<file path="src/rtl/ctrl_pkg.sv">
// Shared definitions for the microsequencer: state codes, opcodes,
// control-word constants, error codes and small state classifiers.
package ctrl_pkg;

  localparam int ST_BITS = 6;
  typedef logic [ST_BITS-1:0] st_t;

  localparam st_t S_IDLE   = 6'd0;
  localparam st_t S_FETCH1 = 6'd1;
  localparam st_t S_FETCH2 = 6'd2;
  localparam st_t S_FETCH3 = 6'd3;
  localparam st_t S_LDR11  = 6'd4;
  localparam st_t S_LDR12  = 6'd5;
  localparam st_t S_LDR13  = 6'd6;
  localparam st_t S_LDR14  = 6'd7;
  localparam st_t S_LDR21  = 6'd8;
  localparam st_t S_LDR22  = 6'd9;
  localparam st_t S_LDR23  = 6'd10;
  localparam st_t S_LDR24  = 6'd11;
  localparam st_t S_STAC1  = 6'd12;
  localparam st_t S_STAC2  = 6'd13;
  localparam st_t S_STAC3  = 6'd14;
  localparam st_t S_STAC4  = 6'd15;
  localparam st_t S_ADD1   = 6'd16;
  localparam st_t S_ADD2   = 6'd17;
  localparam st_t S_MUL    = 6'd18;
  localparam st_t S_JMP_T  = 6'd19;
  localparam st_t S_JMP_N  = 6'd20;
  localparam st_t S_HALTED = 6'd21;
  localparam st_t S_ERROR  = 6'd22;

  // Legal opcodes occupy the low three bits; anything above OP_HALT traps.
  localparam logic [2:0] OP_NOP  = 3'd0;
  localparam logic [2:0] OP_LDR1 = 3'd1;
  localparam logic [2:0] OP_LDR2 = 3'd2;
  localparam logic [2:0] OP_STAC = 3'd3;
  localparam logic [2:0] OP_ADD  = 3'd4;
  localparam logic [2:0] OP_MUL  = 3'd5;
  localparam logic [2:0] OP_JMPZ = 3'd6;
  localparam logic [2:0] OP_HALT = 3'd7;

  localparam logic [19:0] W_ZERO   = 20'd0;
  localparam logic [19:0] W_FETCH1 = 20'd135328;
  localparam logic [19:0] W_FETCH2 = 20'd147488;
  localparam logic [19:0] W_FETCH3 = 20'd133152;
  localparam logic [19:0] W_LDRX1  = 20'd36896;
  localparam logic [19:0] W_LDRX2  = 20'd32768;
  localparam logic [19:0] W_LDR1_3 = 20'd33024;
  localparam logic [19:0] W_LDR2_3 = 20'd33280;
  localparam logic [19:0] W_STAC1  = 20'd4128;
  localparam logic [19:0] W_STAC2  = 20'd65616;
  localparam logic [19:0] W_ADD    = 20'd1037;
  localparam logic [19:0] W_MUL    = 20'd1038;
  localparam logic [19:0] W_JMP_T  = 20'd2048;

  localparam logic [1:0] ERR_NONE    = 2'd0;
  localparam logic [1:0] ERR_ILLEGAL = 2'd1;
  localparam logic [1:0] ERR_TIMEOUT = 2'd2;

  // True in every state that belongs to an instruction in flight.
  function automatic logic st_busy(input st_t s);
    return !((s == S_IDLE) || (s == S_HALTED) || (s == S_ERROR));
  endfunction

  // States that wait on the memory ready handshake.
  function automatic logic st_mem_step(input st_t s);
    return (s == S_FETCH2) || (s == S_LDR12) || (s == S_LDR22) || (s == S_STAC2);
  endfunction

endpackage

</file>
<file path="src/rtl/ctrl_word_rom.sv">
// Combinational state -> control word lookup, zero-extended to CTRL_W.
module ctrl_word_rom
  import ctrl_pkg::*;
#(
  parameter int CTRL_W = 20
) (
  input  st_t               st,
  output logic [CTRL_W-1:0] word
);

  logic [19:0] w20;

  // One control word per state; unlisted states drive nothing.
  always_comb begin
    w20 = W_ZERO;
    case (st)
      S_FETCH1:                   w20 = W_FETCH1;
      S_FETCH2:                   w20 = W_FETCH2;
      S_FETCH3:                   w20 = W_FETCH3;
      S_LDR11, S_LDR21:           w20 = W_LDRX1;
      S_LDR12, S_LDR22:           w20 = W_LDRX2;
      S_LDR13, S_LDR14:           w20 = W_LDR1_3;
      S_LDR23, S_LDR24:           w20 = W_LDR2_3;
      S_STAC1:                    w20 = W_STAC1;
      S_STAC2, S_STAC3, S_STAC4:  w20 = W_STAC2;
      S_ADD1, S_ADD2:             w20 = W_ADD;
      S_MUL:                      w20 = W_MUL;
      S_JMP_T:                    w20 = W_JMP_T;
      default:                    w20 = W_ZERO;
    endcase
  end

  assign word = CTRL_W'(w20);

endmodule

</file>
<file path="src/rtl/microsequencer_ctrl.sv">
// Microsequencer: state register, opcode decode, memory-wait stretching
// with timeout, multi-cycle MUL and registered per-state control word.
module microsequencer_ctrl
  import ctrl_pkg::*;
#(
  parameter int CTRL_W     = 20,
  parameter int STATE_W    = 6,
  parameter int OPC_W      = 4,
  parameter int MUL_CYCLES = 3,
  parameter int WAIT_MAX   = 15
) (
  input  logic               clock,
  input  logic               reset_n,
  input  logic               start,
  input  logic [OPC_W-1:0]   opcode,
  input  logic               mem_ready,
  input  logic               z_flag,
  output logic [CTRL_W-1:0]  control_out,
  output logic [STATE_W-1:0] state,
  output logic               busy,
  output logic               instr_done,
  output logic               error,
  output logic [1:0]         err_code
);

  localparam int WAIT_CW = $clog2(WAIT_MAX + 1);

  generate
    if (CTRL_W < 20) begin : g_chk_ctrl_w
      $error("CTRL_W must be at least 20");
    end
    if (STATE_W < ST_BITS) begin : g_chk_state_w
      $error("STATE_W must be at least 6");
    end
    if (OPC_W < 3) begin : g_chk_opc_w
      $error("OPC_W must be at least 3");
    end
    if ((MUL_CYCLES < 1) || (MUL_CYCLES > 15)) begin : g_chk_mul
      $error("MUL_CYCLES must be in 1..15");
    end
    if (WAIT_MAX < 1) begin : g_chk_wait
      $error("WAIT_MAX must be at least 1");
    end
  endgenerate

  st_t                cur, nxt;
  logic [WAIT_CW-1:0] wait_cnt, wait_nxt;
  logic [3:0]         mul_cnt, mul_nxt;
  logic [1:0]         err_nxt;
  logic [CTRL_W-1:0]  word_nxt;

  // The word is looked up on the next state so it loads with the state.
  ctrl_word_rom #(.CTRL_W(CTRL_W)) u_rom (
    .st   (nxt),
    .word (word_nxt)
  );

  assign state = STATE_W'(cur);

  // State, counters and all registered outputs.
  always_ff @(posedge clock or negedge reset_n) begin
    if (!reset_n) begin
      cur         <= S_IDLE;
      wait_cnt    <= '0;
      mul_cnt     <= '0;
      err_code    <= ERR_NONE;
      control_out <= '0;
      busy        <= 1'b0;
      error       <= 1'b0;
      instr_done  <= 1'b0;
    end else begin
      cur         <= nxt;
      wait_cnt    <= wait_nxt;
      mul_cnt     <= mul_nxt;
      err_code    <= err_nxt;
      control_out <= word_nxt;
      busy        <= st_busy(nxt);
      error       <= (nxt == S_ERROR);
      instr_done  <= (nxt == S_FETCH1) && st_busy(cur);
    end
  end

  // Next-state, counter and error-code logic.
  always_comb begin
    nxt      = cur;
    wait_nxt = '0;
    mul_nxt  = mul_cnt;
    err_nxt  = err_code;
    case (cur)
      S_IDLE: begin
        if (start) nxt = S_FETCH1;
      end
      S_HALTED, S_ERROR: begin
        if (start) begin
          nxt     = S_FETCH1;
          err_nxt = ERR_NONE;
        end
      end
      S_FETCH1: nxt = S_FETCH2;
      S_FETCH2: nxt = S_FETCH3;
      S_FETCH3: begin
        if (opcode > OPC_W'(OP_HALT)) begin
          nxt     = S_ERROR;
          err_nxt = ERR_ILLEGAL;
        end else begin
          case (opcode[2:0])
            OP_NOP:  nxt = S_FETCH1;
            OP_LDR1: nxt = S_LDR11;
            OP_LDR2: nxt = S_LDR21;
            OP_STAC: nxt = S_STAC1;
            OP_ADD:  nxt = S_ADD1;
            OP_MUL: begin
              nxt     = S_MUL;
              mul_nxt = 4'(MUL_CYCLES - 1);
            end
            OP_JMPZ: nxt = z_flag ? S_JMP_T : S_JMP_N;
            default: nxt = S_HALTED;
          endcase
        end
      end
      S_LDR11: nxt = S_LDR12;
      S_LDR12: nxt = S_LDR13;
      S_LDR13: nxt = S_LDR14;
      S_LDR14: nxt = S_FETCH1;
      S_LDR21: nxt = S_LDR22;
      S_LDR22: nxt = S_LDR23;
      S_LDR23: nxt = S_LDR24;
      S_LDR24: nxt = S_FETCH1;
      S_STAC1: nxt = S_STAC2;
      S_STAC2: nxt = S_STAC3;
      S_STAC3: nxt = S_STAC4;
      S_STAC4: nxt = S_FETCH1;
      S_ADD1:  nxt = S_ADD2;
      S_ADD2:  nxt = S_FETCH1;
      S_MUL: begin
        if (mul_cnt == 4'd0) nxt = S_FETCH1;
        else                 mul_nxt = mul_cnt - 4'd1;
      end
      S_JMP_T, S_JMP_N: nxt = S_FETCH1;
      default: nxt = S_IDLE;
    endcase

    // A memory step without ready holds, or traps once the budget is spent.
    if (st_mem_step(cur) && !mem_ready) begin
      if (wait_cnt == WAIT_CW'(WAIT_MAX)) begin
        nxt     = S_ERROR;
        err_nxt = ERR_TIMEOUT;
      end else begin
        nxt      = cur;
        wait_nxt = wait_cnt + WAIT_CW'(1);
      end
    end
  end

endmodule

</file>
<file path="config.mk">
export PLATFORM = sky130hd
export DESIGN_NAME = microsequencer_ctrl
export DESIGN_NICKNAME = d
export VERILOG_FILES = /design/src/rtl/ctrl_pkg.sv /design/src/rtl/ctrl_word_rom.sv /design/src/rtl/microsequencer_ctrl.sv
export SDC_FILE = /design/constraint.sdc
export NUM_CORES = 1
export LEC_CHECK = 0
export CAP_MARGIN = 30
export CORE_ASPECT_RATIO = 1.75
export CORE_MARGIN = 10
export CORE_UTILIZATION = 45
export CTS_CLUSTER_SIZE = 12
export DETAILED_ROUTE_END_ITERATION = 8
export GPL_TIMING_DRIVEN = 0
export PLACE_DENSITY = 0.72
export SLEW_MARGIN = 25
export SYNTH_ARGS = -nofsm -noshare
export SYNTH_HDL_FRONTEND = slang
export SYNTH_SLANG_ARGS = --single-unit
</file>
<file path="constraint.sdc">
create_clock -name clock -period 3.57 [get_ports clock]
set_input_delay 0.714 -clock clock [delete_from_list [all_inputs] [get_ports clock]]
set_output_delay 0.714 -clock clock [all_outputs]
set_load 0.02 [all_outputs]
</file>
==> results by group, run 1 <==
Finish
  • Commonest non-fill, non-tap cell in the layout: clkdlybuf4s50_1
  • Final nets: approximately 250
  • Final Instance Area: roughly 2400 um2
  • Commonest cells after routing, fill and taps aside: clkdlybuf4s50_1 (35), dfrtp_1 (32), nor2_1 (24)
  • Layout cell share with drive strength beyond 1: 0.133
  • Area Growth Syn to Fin: 31.2%
  • Diode count: 0

STA
  • Tcrit/Tclk final: 0.764
  • Worst Skew: around 6.4 ps
  • Final Hold Viols: 0
  • Setup WS post-layout: 844 ps
  • Post-route setup TNS: 0 ps
  • Final setup vio count: 0
  • Max Slew Vio Count: 0
  • Max Freq: ~0.37 GHz
  • Post-route minimum period: about 2700 ps
  • RSZ-0062 raised after global routing: false

Synth
  • Primary FF master, synth: dfrtp_1
  • Post-Syn Area: 1800 um2
  • Post-synth EDFFs: 0
  • Xor/xnor share of the synthesized area: 0.0243
  • Main combinational cell family by area after synthesis: simple AND/OR/NAND/NOR gates
  • Top cell type's share of synthesized area: 0.445
  • Mux contribution to synthesized area: 0.00556
  • Cell variety after synth: 55
  • Seq/Total Area, Yosys: 0.445
  • YS warnings: 0
  • Cells after synthesis: about 190
  • Dominant cells by area after synthesis: dfrtp_1 (45%), nor2_1 (5.0%), ha_1 (3.5%)
  • Synthesized area per cell: between 9 and 10 um2
  • Asr flop ratio synth: 1.00
  • Post-synthesis register bit count: 32
  • Synth Area in Simple Gates: 0.268
  • Synth Area in Adders: 0.0348
  • Post-synth top area cell: dfrtp_1
  • Complex-gate fraction of the synthesized area: 0.155

Placement
  • RD Place Congestion: between 0.9 and 1
  • HPWL Detailed: roughly 3.6 mm
  • Area post-placement: approximately 2300 um2
  • # port buffers: 36
  • Dpl ws: ~580 ps

Floorplanning
  • Core box area: slightly below 4000 um2
  • # IOs: 40
  • Die Y: ~100 um
  • Initial Util: 0.465
  • Number of placement rows: 30
  • Die ar.: roughly 7000 um2
  • Die W: 67.8 um

Power
  • Clock share of power: 0.185
  • Seq pwr share: 0.290
  • Power per cell area: approximately 780 nW/um2
  • Int Power: ~1.1 mW
  • Leakage power: between 1 and 1.5 nW
  • Psw: roughly 0.77 mW
  • VDD IR-drop max: between 0.5 and 0.6 mV
  • Switching portion of total power: 0.416
  • Comb pwr share: 0.525

Global route
  • Overflow after GRT: 0
  • Vias in the first global route: roughly 1600
  • GRT Total Usage: 0.140
  • Initial antenna violation count: 0
  • First-pass GRT wire length: approximately 7.8 mm
  • Largest net degree at the start of global routing: 26

Worst setup path
  • Worst reg2reg setup slack: about 840 ps
  • Critical Path RT: 3770 ps
  • CP Capture Type: flop
  • Crit path launch type: flop
  • Reg-to-Reg Start: state[2]
  • WS Path Type: flop to flop
  • Crit path arrival time: 2920 ps
  • Launch point of the worst path: state[2]
  • Crit-path max FO: 5

Route
  • Remaining DRCs: 0
  • DR pass1 iterations: 4
  • Met2 wire len: 2.67 mm
  • Via count: ~1600
  • Met3 Routed Length: 197 um
  • Drt first-iter violations: 55
  • Antenna-violating nets left: 0
  • Number of vias per cell: between 5 and 6
  • WL per Instance: between 15 and 20 um
  • Post-Route WL: 4.61 mm
  • Top sig layer: met4
  • M1 WL: 1.67 mm

Clocking
  • Worst-path clk slew: around 70 ps
  • CTS tree: done
  • Clock Tree Root: clkbuf_8
  • Total CTS buffers: 5
  • H-Tree Depth: 2
  • Clock sink count: 32
  • # resized after CTS: 0
  • Maximum clock path buffer count: 2
  • Post-CTS Setup Repair Bufs: 0
  • Clk_lat worst skew: 280 ps
  • CTS Hold Buffers Added: 0

Outcome
  • Status: finished, final reports clean

Min path
  • Worst hold path class: input pin to asynchronous set/reset pin

Job
  • Total of max-cap violations: 0
-- state kept, by name, indices dropped and copies added, names as in the netlist --
| register | flops |
|---|---|
| state | 6 |
| control_out | 13 |
| mul_cnt | 4 |
| wait_cnt | 4 |
| error | 1 |
| err_code | 2 |
| busy | 1 |
| instr_done | 1 |
-- worst paths after layout --
path / cells after the start / end
worst max-delay path: 9 / busy
worst max register to register: 9 / busy
max in group asynchronous: 2 / state[2]
worst min register to register: 1 / wait_cnt[0]
min in group clock: 1 / wait_cnt[0]
worst min-delay path: 1 / wait_cnt[1]
-- power groups by stage --
stage          clock (mW)  combinational [mW]  sequential [mW]
2_1_floorplan           0               0.549            0.622
3_3_place_gp            0               0.953            0.540
3_5_place_dp            0               0.969            0.540
4_1_cts             0.351               0.973            0.534
5_1_grt             0.362                1.07            0.547
6_report            0.341               0.966            0.534
-- Yosys cell counts (all sizes together) (5+ instances only) --
library cell / n
clkbuf: 5
o21ai: 11
nand3: 7
buf: 9
inv: 9
nand2: 13
nor3: 9
dfrtp: 32
ha: 5
nor2b: 5
nand2b: 5
nor2: 26
-- logic make-up after synthesis --
| kind of cell | after synthesis |
|---|---|
| xor+xnor | 5 |
| mux | 1 |
| compound gates | 38 |
| other cells | 1 |
| fa+ha+maj | 5 |
| buf+inv | 23 |
| flops | 32 |
| simple gates | 87 |
-- worst max-delay path, cell delays in order (launching register included) --
cell and delay, ps:
dfrtp_1 420, or4b_1 580, or4b_4 570, a21boi_1 170
and2_4 180, nor2_2 90, nor2_1 80, ha_1 240
and3_1 150, a31oi_1 160
-- per-stage QoR --
stage          instances  hold slack (ps)  power [mW]  utilization
5_1_grt              288              289        1.98        0.611
3_3_place_gp         279              447        1.49        0.577
4_1_cts              288              284        1.86        0.611
6_report             288              289        1.84        0.611
3_5_place_dp         280              476        1.51        0.583
2_1_floorplan        195              418        1.17            -
-- routing by layer --
metal	track usage	vias up
met4	0.0564	0
met1	0.140	768
li1	-	760
met2	0.256	22
met3	0.0356	4
met5	0	-
-- area by class of cell --
cell class	count	area, um2
buffer	14	81.3
multi-input combinational	140	892
timing repair buffer	37	383
tap	48	60.1
inverter	9	36.3
fill	351	1510
clock inverter	2	35.0
clock buffer	6	72.6
sequential	32	801
Power figures use the tool's default switching activity.
==> run 2: changes to the inputs <==
--- a/config.mk
+++ b/config.mk
@@ -12,7 +12,7 @@
 export CTS_CLUSTER_SIZE = 12
 export DETAILED_ROUTE_END_ITERATION = 8
 export GPL_TIMING_DRIVEN = 0
-export PLACE_DENSITY = 0.72
+export PLACE_DENSITY = 0.75
 export SLEW_MARGIN = 25
 export SYNTH_ARGS = -nofsm -noshare
 export SYNTH_HDL_FRONTEND = slang
==> constraint.sdc (replaced) <==
create_clock -name clock -period 2.2 [get_ports clock]
set_input_delay 0.44 -clock clock [delete_from_list [all_inputs] [get_ports clock]]
set_output_delay 0.44 -clock clock [all_outputs]
set_load 0.02 [all_outputs]
==> run 2 against run 1 <==
Net effect: largest power group unchanged; critical endpoint is now control_out[5]; routed wire length increased by 17%; combinational power grew 140%; critical path type unchanged; the run now ends with setup timing left; cell area increased by 17%; first-iteration DRC count increased by 15%; worst setup slack got worse by 1200 ps; largest cell class unchanged.
==> results by group, run 2 (synthesis results as in run 1) <==
Worst setup path
  • Crit Reg-Reg Endpoint: control_out[5]
  • Critical Path RT: 2360 ps (-1410 ps)
  • Highest-delay cell along the critical path: or4b_4
  • CP Capture Type: flop
  • WS Path Type: flop to flop
  • Crit path launch type: flop
  • Worst reg2reg setup slack: -340 ps (-1180 ps)
  • Reg-to-Reg Start: state[0]
  • WP buf/inv: 0 (unchanged)
  • R2R cell count: 7 (-2)
  • Crit path arrival time: 2700 ps (-220 ps)
  • Crit-path max FO: 6 (+1)
  • CP delay by family, top: simple AND/OR/NAND/NOR gates
  • Worst path most repeated cell: or4b_4
  • Largest stage delay on the critical path: 570 ps (about the same)
  • Critical Path, Cell by Cell: or4b_4 -> or4b_4 -> a21boi_4 -> and2_4 -> o211ai_4 -> xor2_1 -> nor2_1

Route
  • Remaining DRCs: 0 (unchanged)
  • Via count: 1696 (+9.1%)
  • DR pass1 iterations: 4 (unchanged)
  • Antenna-violating nets left: 0 (unchanged)
  • WL per Instance: 17.3 um (+7.8%)
  • Drt first-iter violations: 63 (+15%)
  • Number of vias per cell: 5.44 (+0.74%)
  • Post-Route WL: 5.39 mm (+17%)

Global route
  • Initial antenna violation count: 0 (unchanged)
  • GRT Total Usage: 0.150 (+0.00931)
  • Largest net degree at the start of global routing: 33 (+27%)
  • Vias in the first global route: 1782 (+9.9%)
  • Overflow after GRT: 0 (unchanged)
  • First-pass GRT wire length: 8.31 mm (+7.2%)

Finish
  • Commonest non-fill, non-tap cell in the layout: clkdlybuf4s50_1
  • Sequential Area: 805 um2 (+0.47%)
  • Multi-input gate area: 1090 um2 (+23%)
  • Area Growth Syn to Fin: 54.2%
  • Diode count: 0 (unchanged)
  • Max reg flops: 13 (unchanged)
  • # fillers: 309 (-12%)
  • Non-filler cells in the finished layout: 312 (+8.3%)
  • Biggest register: control_out
  • Layout cell share with drive strength beyond 1: 0.352 (+0.219)
  • Final Instance Area: 2770 um2 (+17%)
  • Final nets: 277 (+9.5%)
  • Commonest cells after routing, fill and taps aside: clkdlybuf4s50_1 (35), dfrtp_1 (29), buf_4 (24)

Floorplanning
  • Die W: 67.8 um (unchanged)
  • Initial Util: 0.465 (unchanged)
  • Number of placement rows: 30 (unchanged)
  • Core box area: 3870 um2 (unchanged)
  • Die Y: 104 um (unchanged)
  • # IOs: 40 (unchanged)
  • Die ar.: 7030 um2 (unchanged)

Power
  • VDD IR-drop max: 0.999 mV (+83%)
  • Leakage power: 1.22 nW (+16%)
  • Power per cell area: 1330 nW/um2 (+70%)

STA
  • Worst slew pin tran: about 700 ps
  • Post-route minimum period: 2540 ps (-189 ps)
  • Max Slew Vio Count: 0 (unchanged)
  • Final setup vio count: 21 (+21)
  • Final Hold Viols: 0 (unchanged)
  • Worst Skew: 4.22 ps (-2.13 ps)
  • Setup WS post-layout: -338 ps (-1180 ps)
  • Tcrit/Tclk final: 1.15 (+0.390)
  • RSZ-0062 raised after global routing: true
  • Max Freq: 0.394 GHz (+7.4%)
  • Slew headroom: 0.533

Clocking
  • CTS tree: done
  • Worst-path clk slew: 60 ps (about the same)
  • Maximum clock path buffer count: 2 (unchanged)
  • H-Tree Depth: 2 (unchanged)
  • CTS Hold Buffers Added: 0 (unchanged)
  • Clk_lat worst skew: 290 ps (about the same)
  • Clock Tree Root: clkbuf_8
  • Clock sink count: 32 (unchanged)
  • Total CTS buffers: 5 (unchanged)

Placement
  • RD Place Congestion: 0.916 (-1.6%)
  • # port buffers: 36 (unchanged)
  • HPWL Detailed: 3.57 mm (-0.94%)
  • Area post-placement: 2260 um2 (+0.50%)
  • Post-Place Cells: 279 (-0.36%)

Outcome
  • Status: finished, violations left
  • Failing checks: setup timing

Job
  • Total of max-cap violations: 0 (unchanged)

Min path
  • Worst hold path class: input pin to asynchronous set/reset pin
run 2: changes by cell type in the layout (fill, tap and decap cells not counted), sizes merged:
cell    before  now
inv          9    8
bufinv       1    0
clkbuf      11   12
buf         11   36
run 2: worst max-delay path by stage:
stage,start,endpoint,slack (ps),cells after the start
final,state[0],control_out[5],-340,7
after global routing,state[0],control_out[5],-390,7
after CTS,state[0],busy,-280,9
after detailed placement,opcode[0],control_out[5],-450,10
after global placement,opcode[0],control_out[5],-450,10
after floorplan,state[0],busy,-260,9
run 2: what timing repair did:
item	4_1_cts	5_1_grt
buffers inserted	21	8
pin swaps	6	8
endpoints found under the setup margin	22	22
resized for setup	32	17
run 2: cell type report:
class / instances / share of cell area
multi-input cells: 140 / 0.394
repair buffers: 62 / 0.214
clock buffers: 8 / 0.0361
well taps: 48 / 0.0217
plain buffers: 13 / 0.0302
inverters: 9 / 0.0140
flip-flops and latches: 32 / 0.290
run 2: per-stage QoR:
step                hold slack [ps]  setup TNS (ps)  worst slack, ps  total power, mW   util
floorplan                       144           -1970             -265             1.95      -
global placement                452           -5400             -451             2.48  0.587
detailed placement              462           -5680             -454             2.49  0.586
CTS                             220           -3230             -281             3.42  0.684
global route                    241           -5840             -387             3.88  0.717
finish                          199           -4860             -338             3.68  0.717
run 2: power breakdown:
part / internal, mW / switching [mW]
Clock: 0.285 / 0.210
Sequential: 0.760 / 0.126
Combinational: 1.09 / 1.21
run 2: routing by layer:
layer | vias to the layer above | track usage | part of all wire
li1 | 811 | - | -
met1 | 840 | 0.155 | 0.37
met2 | 38 | 0.270 | 0.58
met3 | 7 | 0.0324 | 0.036
met4 | 0 | 0.0636 | 0.017
met5 | - | 0 | 0
==> run 3: changes to the inputs <==
==> constraint.sdc (replaced) <==
create_clock -name clock -period 2.12 [get_ports clock]
set_input_delay 0.424 -clock clock [delete_from_list [all_inputs] [get_ports clock]]
set_output_delay 0.424 -clock clock [all_outputs]
set_load 0.02 [all_outputs]
==> run 3 against run 2 <==
Net effect: the flow still finishes with violations (setup timing); via count fell by 2.8%; sequential share of layout area rose by 1.7 points; worst hold slack got worse by 15 ps; routed wire length fell by 4.7%; fmax barely moved; worst setup slack got worse by 81 ps; flip-flop and latch count did not move; final cell count fell by 3.2%; register-to-register slack got worse by 80 ps.
==> results by group, run 3 (synthesis results as in run 1) <==
Finish
  • Commonest non-fill, non-tap cell in the layout: clkdlybuf4s50_1
  • Diode count: 0 (unchanged)
  • Commonest cells after routing, fill and taps aside: clkdlybuf4s50_1 (35), dfrtp_1 (28), nor2_1 (20)
  • Max reg flops: 13 (unchanged)
  • Area Growth Syn to Fin: 45.8%
  • Final Instance Area: 2620 um2 (-5.5%)
  • Biggest register: control_out
  • Layout cell share with drive strength beyond 1: 0.291 (-0.0609)
  • Non-filler cells in the finished layout: 302 (-3.2%)
  • Final nets: 267 (-3.6%)

Clocking
  • Maximum clock path buffer count: 2 (unchanged)
  • H-Tree Depth: 2 (unchanged)
  • Clock Tree Root: clkbuf_8
  • Clk_lat worst skew: 290 ps (about the same)
  • Worst-path clk slew: 70 ps (about the same)
  • CTS tree: done
  • Clock sink count: 32 (unchanged)
  • Total CTS buffers: 5 (unchanged)

Worst setup path
  • Crit path launch type: flop
  • Crit Reg-Reg Endpoint: busy
  • Critical Path RT: 2330 ps (-30 ps)
  • WS Path Type: flop to flop
  • CP Capture Type: flop
  • Worst reg2reg setup slack: -420 ps (-80 ps)
  • Crit-path max FO: 3 (-3)
  • R2R cell count: 9 (+2)
  • Reg-to-Reg Start: state[2]
  • Crit path arrival time: 2750 ps (+50 ps)

Global route
  • Vias in the first global route: 1637 (-8.1%)
  • Overflow after GRT: 0 (unchanged)
  • GRT Total Usage: 0.151 (+0.00126)
  • Largest net degree at the start of global routing: 33 (unchanged)
  • First-pass GRT wire length: 8.31 mm (unchanged)
  • Initial antenna violation count: 0 (unchanged)

STA
  • Worst slew pin tran: 708 ps (+7.53 ps)
  • Post-route setup TNS: -5550 ps (-687 ps)
  • Worst Skew: 5.65 ps (+1.43 ps)
  • Slew headroom: 0.528 (-0.00502)
  • Final setup vio count: 22 (+4.8%)
  • Setup WS post-layout: -419 ps (-81.1 ps)
  • Post-route minimum period: 2540 ps (+1.11 ps)
  • Max Freq: 0.394 GHz (about the same)
  • Max Slew Vio Count: 0 (unchanged)
  • Final Hold Viols: 0 (unchanged)
  • Hold slack: 184 ps (-15.3 ps)
  • Tcrit/Tclk final: 1.20 (+0.0440)
  • RSZ-0062 raised after global routing: true

Floorplanning
  • Die Y: 104 um (unchanged)
  • Core box area: 3870 um2 (unchanged)
  • Die W: 67.8 um (unchanged)
  • Die ar.: 7030 um2 (unchanged)
  • # IOs: 40 (unchanged)
  • Number of placement rows: 30 (unchanged)
  • Initial Util: 0.465 (unchanged)

Route
  • Remaining DRCs: 0 (unchanged)
  • DR pass1 iterations: 4 (unchanged)
  • Via count: 1648 (-2.8%)
  • WL per Instance: 17.0 um (-1.6%)
  • Post-Route WL: 5.13 mm (-4.7%)
  • Drt first-iter violations: 52 (-17%)
  • Number of vias per cell: 5.46 (+0.39%)
  • Antenna-violating nets left: 0 (unchanged)

Min path
  • Worst hold path class: input pin to asynchronous set/reset pin

Placement
  • HPWL Detailed: 3.62 mm (+1.5%)
  • RD Place Congestion: 0.929 (+1.4%)
  • Post-Place Cells: 279 (unchanged)
  • # port buffers: 36 (unchanged)
  • Area post-placement: 2270 um2 (+0.17%)

Power
  • VDD IR-drop max: 1.18 mV (+18%)
  • Leakage power: 1.16 nW (-5.4%)
  • Power per cell area: 1380 nW/um2 (+3.9%)

Outcome
  • Status: finished, violations left
  • Failing checks: setup timing

Job
  • Total of max-cap violations: 0 (unchanged)
[run 3: critical path, cell delays in order, from the launching register on]
cell      delay (ps)
dfrtp_2          400
or4b_4           560
or4b_4           520
a21boi_4         160
and2_4           170
nor2_4           140
nor2_4            70
ha_4             170
and3_4           140
a31oi_1          140
[run 3: worst max path at each step]
stage	startpoint	end	slack [ps]	depth (start not counted)
final	state[2]	busy	-420	9
after global placement	opcode[0]	control_out[5]	-510	10
after global routing	state[2]	busy	-480	9
after CTS	state[0]	busy	-450	9
after floorplan	state[0]	busy	-340	9
after detailed placement	opcode[0]	control_out[5]	-540	10
[run 3: routing by layer]
| layer | vias up | wire [um] | track usage |
|---|---|---|---|
| met4 | 0 | 119 | 0.0766 |
| met1 | 802 | 1910 | 0.166 |
| met5 | - | 0 | 0 |
| met3 | 8 | 200 | 0.0313 |
| met2 | 41 | 2900 | 0.257 |
| li1 | 797 | - | - |
[run 3: stage by stage]
step / total power, mW / setup slack (ps) / utilization
CTS: 3.46 / -445 / 0.655
global placement: 2.59 / -514 / 0.588
global route: 3.84 / -481 / 0.678
finish: 3.61 / -419 / 0.678
detailed placement: 2.61 / -538 / 0.587
floorplan: 2.03 / -345 / -
[run 3: power breakdown]
part / total, mW / internal, mW / switching (mW) / leakage [nW]
sequential: 0.902 / 0.790 / 0.112 / 0.413
combinational: 2.07 / 0.938 / 1.13 / 0.681
clock: 0.641 / 0.414 / 0.226 / 0.0645
[run 3: cell type report]
type | count | area (um2)
Timing Repair Buffer | 52 | 490
Clock inverter | 1 | 30.0
Clock buffer | 7 | 96.3
Fill cell | 300 | 1240
Multi-Input combinational cell | 140 | 1020
Inverter | 9 | 36.3
Buffer | 13 | 86.3
Sequential cell | 32 | 806
Tap cell | 48 | 60.1
[run 3: timing repair]
item | 4_1_cts | 5_1_grt
hold endpoints to repair | 0 | 0
gates resized for setup | 14 | 16
hold buffers | 0 | 0
setup buffers | 10 | 6
endpoints found under the setup margin | 22 | 24
pin swaps | 5 | 8
